--- src/rtl/mem_arbiter_if.sv ---
// mem_arbiter_if
// Bundles the two requester ports (instruction fetch and data load/store),
// the shared single-port memory command/response and the busy flag.
//   master : the arbiter side (drives grants, completions, memory command)
//   slave  : the environment side (requesters and the memory itself)
// Signals:
//   if_req/if_addr           fetch request and address
//   if_gnt/if_done/if_err    fetch accept pulse, completion pulse, error flag
//   if_rdata                 fetched word
//   d_req/d_we/d_addr/d_wdata  data load/store request
//   d_gnt/d_done/d_err/d_rdata data accept, completion, error, load data
//   mem_req/mem_we/mem_addr/mem_wdata  registered memory command
//   mem_rdata/mem_ack        memory read data, one-cycle completion strobe
//   busy                     high while a transaction is outstanding
interface mem_arbiter_if #(
  parameter int ADDR_W = 32,
  parameter int DATA_W = 32
);
  logic              if_req;
  logic [ADDR_W-1:0] if_addr;
  logic              if_gnt;
  logic              if_done;
  logic              if_err;
  logic [DATA_W-1:0] if_rdata;

  logic              d_req;
  logic              d_we;
  logic [ADDR_W-1:0] d_addr;
  logic [DATA_W-1:0] d_wdata;
  logic              d_gnt;
  logic              d_done;
  logic              d_err;
  logic [DATA_W-1:0] d_rdata;

  logic              mem_req;
  logic              mem_we;
  logic [ADDR_W-1:0] mem_addr;
  logic [DATA_W-1:0] mem_wdata;
  logic [DATA_W-1:0] mem_rdata;
  logic              mem_ack;

  logic              busy;

  modport master (
    input  if_req, if_addr,
    output if_gnt, if_done, if_err, if_rdata,
    input  d_req, d_we, d_addr, d_wdata,
    output d_gnt, d_done, d_err, d_rdata,
    output mem_req, mem_we, mem_addr, mem_wdata,
    input  mem_rdata, mem_ack,
    output busy
  );

  modport slave (
    output if_req, if_addr,
    input  if_gnt, if_done, if_err, if_rdata,
    output d_req, d_we, d_addr, d_wdata,
    input  d_gnt, d_done, d_err, d_rdata,
    input  mem_req, mem_we, mem_addr, mem_wdata,
    output mem_rdata, mem_ack,
    input  busy
  );
endinterface

--- src/rtl/mem_arbiter.sv ---
// mem_arbiter
// Two-port (fetch / data) arbiter in front of a single-port memory. One
// transaction is outstanding at a time; simultaneous requests alternate
// round-robin, starting with the data port after reset. A transaction ends on
// mem_ack or, if the memory never answers, after TIMEOUT busy cycles with an
// error completion.
// Ports:
//   clk    single clock, rising edge
//   reset  asynchronous, active-low reset
//   bus    mem_arbiter_if master modport (requesters, memory, busy)
module mem_arbiter #(
  parameter int ADDR_W  = 32,
  parameter int DATA_W  = 32,
  parameter int TIMEOUT = 15
) (
  input  logic          clk,
  input  logic          reset,
  mem_arbiter_if.master bus
);

  typedef enum logic {IDLE, BUSY} state_t;

  localparam logic [7:0] TIMEOUT_CNT = 8'(TIMEOUT);

  state_t            state;
  logic              owner_data;
  logic              data_next;
  logic [7:0]        tmo_cnt;

  logic              grant_data;
  logic [7:0]        tmo_next;
  logic              finish;
  logic [DATA_W-1:0] done_rdata;

  // Data wins when it is the only requester or when it holds the round-robin
  // turn. A completion is either an ack or the timeout; ack takes priority so
  // a same-edge collision is a normal completion. Writes and timeouts return 0.
  always_comb begin
    grant_data = bus.d_req & (~bus.if_req | data_next);
    tmo_next   = tmo_cnt + 8'd1;
    finish     = bus.mem_ack | (tmo_next == TIMEOUT_CNT);
    done_rdata = (bus.mem_ack && !bus.mem_we) ? bus.mem_rdata : {DATA_W{1'b0}};
  end

  // Single FSM: grants, done and err are one-cycle pulses cleared by default;
  // the memory command is latched at acceptance and held throughout BUSY.
  always_ff @(posedge clk or negedge reset) begin
    if (!reset) begin
      state         <= IDLE;
      owner_data    <= 1'b0;
      data_next     <= 1'b1;
      tmo_cnt       <= 8'd0;
      bus.if_gnt    <= 1'b0;
      bus.if_done   <= 1'b0;
      bus.if_err    <= 1'b0;
      bus.if_rdata  <= {DATA_W{1'b0}};
      bus.d_gnt     <= 1'b0;
      bus.d_done    <= 1'b0;
      bus.d_err     <= 1'b0;
      bus.d_rdata   <= {DATA_W{1'b0}};
      bus.mem_req   <= 1'b0;
      bus.mem_we    <= 1'b0;
      bus.mem_addr  <= {ADDR_W{1'b0}};
      bus.mem_wdata <= {DATA_W{1'b0}};
      bus.busy      <= 1'b0;
    end else begin
      bus.if_gnt  <= 1'b0;
      bus.d_gnt   <= 1'b0;
      bus.if_done <= 1'b0;
      bus.d_done  <= 1'b0;
      bus.if_err  <= 1'b0;
      bus.d_err   <= 1'b0;
      case (state)
        IDLE: begin
          if (bus.if_req || bus.d_req) begin
            state       <= BUSY;
            bus.busy    <= 1'b1;
            owner_data  <= grant_data;
            data_next   <= ~grant_data;
            tmo_cnt     <= 8'd0;
            bus.mem_req <= 1'b1;
            if (grant_data) begin
              bus.d_gnt     <= 1'b1;
              bus.mem_we    <= bus.d_we;
              bus.mem_addr  <= bus.d_addr;
              bus.mem_wdata <= bus.d_wdata;
            end else begin
              bus.if_gnt    <= 1'b1;
              bus.mem_we    <= 1'b0;
              bus.mem_addr  <= bus.if_addr;
              bus.mem_wdata <= {DATA_W{1'b0}};
            end
          end
        end
        BUSY: begin
          if (finish) begin
            state         <= IDLE;
            bus.busy      <= 1'b0;
            tmo_cnt       <= 8'd0;
            bus.mem_req   <= 1'b0;
            bus.mem_we    <= 1'b0;
            bus.mem_addr  <= {ADDR_W{1'b0}};
            bus.mem_wdata <= {DATA_W{1'b0}};
            if (owner_data) begin
              bus.d_done  <= 1'b1;
              bus.d_err   <= ~bus.mem_ack;
              bus.d_rdata <= done_rdata;
            end else begin
              bus.if_done  <= 1'b1;
              bus.if_err   <= ~bus.mem_ack;
              bus.if_rdata <= done_rdata;
            end
          end else begin
            tmo_cnt <= tmo_next;
          end
        end
      endcase
    end
  end

endmodule

--- src/flat_wrapper.sv ---
// flat-port wrapper written by rule: the top's interface ports become plain ports
module mem_arbiter_flat 
#(
  parameter int ADDR_W  = 32,
  parameter int DATA_W  = 32,
  parameter int TIMEOUT = 15
)
  (clk, reset, bus_if_req, bus_if_addr, bus_if_gnt, bus_if_done, bus_if_err, bus_if_rdata, bus_d_req, bus_d_we, bus_d_addr, bus_d_wdata, bus_d_gnt, bus_d_done, bus_d_err, bus_d_rdata, bus_mem_req, bus_mem_we, bus_mem_addr, bus_mem_wdata, bus_mem_rdata, bus_mem_ack, bus_busy);
  mem_arbiter_if #(.ADDR_W(ADDR_W), .DATA_W(DATA_W)) bus_i ();
  input  logic clk;
  input  logic reset;
  input wire logic [$bits(bus_i.if_req)-1:0] bus_if_req;
  input wire logic [$bits(bus_i.if_addr)-1:0] bus_if_addr;
  output wire logic [$bits(bus_i.if_gnt)-1:0] bus_if_gnt;
  output wire logic [$bits(bus_i.if_done)-1:0] bus_if_done;
  output wire logic [$bits(bus_i.if_err)-1:0] bus_if_err;
  output wire logic [$bits(bus_i.if_rdata)-1:0] bus_if_rdata;
  input wire logic [$bits(bus_i.d_req)-1:0] bus_d_req;
  input wire logic [$bits(bus_i.d_we)-1:0] bus_d_we;
  input wire logic [$bits(bus_i.d_addr)-1:0] bus_d_addr;
  input wire logic [$bits(bus_i.d_wdata)-1:0] bus_d_wdata;
  output wire logic [$bits(bus_i.d_gnt)-1:0] bus_d_gnt;
  output wire logic [$bits(bus_i.d_done)-1:0] bus_d_done;
  output wire logic [$bits(bus_i.d_err)-1:0] bus_d_err;
  output wire logic [$bits(bus_i.d_rdata)-1:0] bus_d_rdata;
  output wire logic [$bits(bus_i.mem_req)-1:0] bus_mem_req;
  output wire logic [$bits(bus_i.mem_we)-1:0] bus_mem_we;
  output wire logic [$bits(bus_i.mem_addr)-1:0] bus_mem_addr;
  output wire logic [$bits(bus_i.mem_wdata)-1:0] bus_mem_wdata;
  input wire logic [$bits(bus_i.mem_rdata)-1:0] bus_mem_rdata;
  input wire logic [$bits(bus_i.mem_ack)-1:0] bus_mem_ack;
  output wire logic [$bits(bus_i.busy)-1:0] bus_busy;
  assign bus_i.if_req = bus_if_req;
  assign bus_i.if_addr = bus_if_addr;
  assign bus_if_gnt = bus_i.if_gnt;
  assign bus_if_done = bus_i.if_done;
  assign bus_if_err = bus_i.if_err;
  assign bus_if_rdata = bus_i.if_rdata;
  assign bus_i.d_req = bus_d_req;
  assign bus_i.d_we = bus_d_we;
  assign bus_i.d_addr = bus_d_addr;
  assign bus_i.d_wdata = bus_d_wdata;
  assign bus_d_gnt = bus_i.d_gnt;
  assign bus_d_done = bus_i.d_done;
  assign bus_d_err = bus_i.d_err;
  assign bus_d_rdata = bus_i.d_rdata;
  assign bus_mem_req = bus_i.mem_req;
  assign bus_mem_we = bus_i.mem_we;
  assign bus_mem_addr = bus_i.mem_addr;
  assign bus_mem_wdata = bus_i.mem_wdata;
  assign bus_i.mem_rdata = bus_mem_rdata;
  assign bus_i.mem_ack = bus_mem_ack;
  assign bus_busy = bus_i.busy;
  mem_arbiter #(.ADDR_W(ADDR_W), .DATA_W(DATA_W), .TIMEOUT(TIMEOUT)) u_core (.clk(clk), .reset(reset), .bus(bus_i));
endmodule
--- config.mk ---
export PLATFORM = sky130hd
export DESIGN_NAME = mem_arbiter_flat
export DESIGN_NICKNAME = d
export VERILOG_FILES = /design/src/rtl/mem_arbiter_if.sv /design/src/rtl/mem_arbiter.sv /design/src/flat_wrapper.sv
export SDC_FILE = /design/constraint.sdc
export NUM_CORES = 1
export LEC_CHECK = 0
export ABC_AREA = 1
export CORE_UTILIZATION = 57
export CTS_CLUSTER_DIAMETER = 80
export DETAILED_ROUTE_END_ITERATION = 6
export DONT_BUFFER_PORTS = 1
export PLACE_DENSITY = 0.79
export SLEW_MARGIN = 15
export SYNTH_ARGS = -nofsm -noshare
export SYNTH_HDL_FRONTEND = slang
export SYNTH_SLANG_ARGS = --single-unit
--- constraint.sdc ---
create_clock -name clk -period 1.6 [get_ports clk]
set_input_delay 0.16 -clock clk [delete_from_list [all_inputs] [get_ports clk]]
set_output_delay 0.16 -clock clk [all_outputs]
set_load 0.05 [all_outputs]
==> metrics.txt <==
total power about 18 mW; Routed WL 21.36 mm; Static Leakage approximately 4.8 nW; final period utilization 123.5%; DR WL/cell 20.03 µm; FF/Latch Area approximately 3700 µm²; Via Count 6315; Yosys warning total 0; final core utilization 79.28%; Nets roughly 1000; Mapped Avg Cell Area 8.227 µm²; Finished Layout Cells 1066; Hold/Removal Path Class input port to asynchronous set/reset pin; clk sinks 147; post-synthesis instance total 807; H-tree Lvls 4; Synth top area share 55.03%; Port Buffer Count 0; most frequent cells after synthesis nand2_1, dfrtp_1, nor2_1; sequential fraction of the synthesis area 55.43%; Post-synth ARST share 100.0%; Setup Skew 0.007761 ns; post-synthesis adder-cell area fraction 0.3769%; DIE WIDTH 109.9 µm; XOR/XNOR Fraction of Synth Area 0.1319%; RD Place Congestion 0.9041; syn_nets 943; footprint of the multi-input gates between 2000 and 3000 µm²; drt initial violations 818; Area contributors post-synth dfrtp_1, nand2_1, nand4_1; Synth Register Bits around 150; # hold bufs at CTS 80; leading area contributor after synthesis dfrtp_1; Post-synth EDFFs 0; Max VDD drop 1.620 mV; Worst setup EP type register; largest net degree at the start of global routing about 150; endpoints failing setup 143; Min Hold Slack -0.5562 ns; Max-slew headroom between 50% and 60%; Filler Cell Count 651; WS Path Type register to register; drt via density 5.924; CTS Buf Count 17; Placed Cells 937; antenna-violating nets left 0; RSZ-0062 raised after global routing true; final number of hold-violating endpoints 147; global-route wire length before repair 28.92 mm; Critical Path Start Type register; total power per unit cell area 1959 nW/µm²; Clock transition at path regs 0.06 ns; mux contribution to synthesized area 0%; Slew @ Worst Pin 0.6873 ns; Initial Utilization between 50% and 60%; layout cell share with drive strength beyond 1 21.67%; Worst Path Max Fanout 15; Slew Limit Fails 0; TritonRoute pass-1 iters 5; Std-Cell Core Area 11370 µm²; mapped cell area 6639 µm²; GRT overflow 0; Post-synth top flop dfrtp_1; final setup margin -0.3765 ns; initial antenna violation count 0; post-layout min period 1.977 ns; row count 39; clk_lat worst skew 0.41 ns; Post-Synth Simple-Gate Area 32.38%; Antenna Cells 0; height of the die 109.9 µm; critical path required time 1.90 ns; I/O pin count 271; DP Wirelength 11.06 mm; outcome complete, but fails checks; Post-route DRC 0; largest family of logic cells by synthesized area simple AND/OR/NAND/NOR gates; clk buf depth 2; Synth cell types 27; Design Area, Final 9014 µm²; dpl cell area 6879 µm²; failing checks negative hold slack, negative setup slack; Synth Area in Compound Gates 3.864%; Layout Area Growth over Synthesis 35.77%; top-count cell post-synth nand2_1; Max Clk Rate 505.9 MHz; number of global-route vias before repair 5964; Total Routing Usage GR between 30% and 40%; crit path DAT 2.27 ns; CTS tree yes; root buffer cell clkbuf_16; Max-Cap Viols 0; DIE AREA 12080 µm²
## routing by layer
layer | share of wire, % | vias to the layer above | global-route usage, %
met2 | 50 | 470 | 52.63
met5 | 0 | - | 0
li1 | - | 2763 | -
met3 | 11 | 70 | 9.129
met1 | 36 | 3012 | 37.24
met4 | 3.0 | 0 | 15.43
## cells in the final DEF (no fill, tap or decap), drive strengths merged, types with 2 or more instances in the layout
cell type	Yosys	routed
a21oi	11	11
buf	23	54
bufinv	0	4
clkbuf	31	23
clkinv	1	5
clkinvlp	0	3
dfrtp	146	146
dlygate4sd3	0	80
ha	2	2
inv	50	51
nand2	327	328
nand3	17	17
nand4	65	65
nor2	90	90
o211ai	5	5
o21ai	25	25
o22ai	5	5
or2	6	6
## final timing paths
path                                                  to  depth (start not counted)  slack [ns]               from
worst max register to register  u_core.bus.mem_wdata[15]                         11       -0.38  u_core.tmo_cnt[0]
max in group asynchronous               u_core.data_next                          0        1.94              reset
worst min-delay path              u_core.bus.if_rdata[4]                          0       -0.56              reset
min in group clk                 u_core.bus.if_rdata[10]                          4        0.01  bus_mem_rdata[10]
worst min register to register          u_core.data_next                          2        0.53   u_core.data_next
worst max-delay path            u_core.bus.mem_wdata[15]                         11       -0.38  u_core.tmo_cnt[0]
## worst max-delay path: stages, from the launching register on
cell,delay [ns]
dfrtp_1,0.43
ha_4,0.19
nand3_4,0.08
o21ai_1,0.17
nand2_2,0.10
nor2_4,0.12
nand3_4,0.12
nand3_4,0.15
nand2_8,0.11
clkbuf_16,0.21
nand2_1,0.09
nand2_1,0.08
## flip-flops by register name, indices dropped and copies added, names as in the netlist
register              flops
u_core.bus.mem_wdata     32
u_core.data_next          1
u_core.bus.d_rdata       32
u_core.bus.busy           1
u_core.bus.d_err          1
u_core.bus.d_gnt          1
u_core.bus.mem_addr      32
u_core.bus.if_err         1
u_core.bus.if_gnt         1
u_core.tmo_cnt            8
u_core.state              1
u_core.bus.if_done        1
u_core.bus.if_rdata      32
u_core.bus.d_done         1
u_core.owner_data         1
u_core.bus.mem_we         1
## kinds of logic (layout without fill, tap and decap cells)
kind of cell             after synthesis  after routing
XOR/XNOR                               1              1
AND/OR/NAND/NOR                      505            506
adder cells (fa/ha/maj)                2              2
buffers and inverters                105            220
flip-flops                           147            147
AO/OA/AOI/OAI                         47             47
## through the flow
stage | setup WS [ns] | setup TNS (ns)
5_1_grt | -0.4486 | -54.94
3_5_place_dp | -0.3192 | -37.30
4_1_cts | -0.2804 | -30.45
2_1_floorplan | -0.1199 | -10.68
6_report | -0.3765 | -41.89
3_3_place_gp | -0.1952 | -20.47
## final cells by class
class,instances,area share [%]
well taps,143,1.985
repair buffers,137,15.82
clock inverters,12,1.985
flip-flops and latches,147,40.87
inverters,51,2.124
clock buffers,20,5.067
multi-input cells,556,32.15
## power by group
group	internal, mW	leakage (nW)	switching (mW)
clock network	2.70	0.303	1.58
registers	4.80	1.93	5.00
logic	1.34	2.54	2.23
## repair_timing
action                                  4_1_cts  5_1_grt
buffers inserted                              8        3
endpoints found under the setup margin      142      143
cloned                                        2        5
pin swaps                                     4       25
hold endpoints to repair                    235      147
gates resized for setup                      12      134
(Power assumes the default switching activity.)
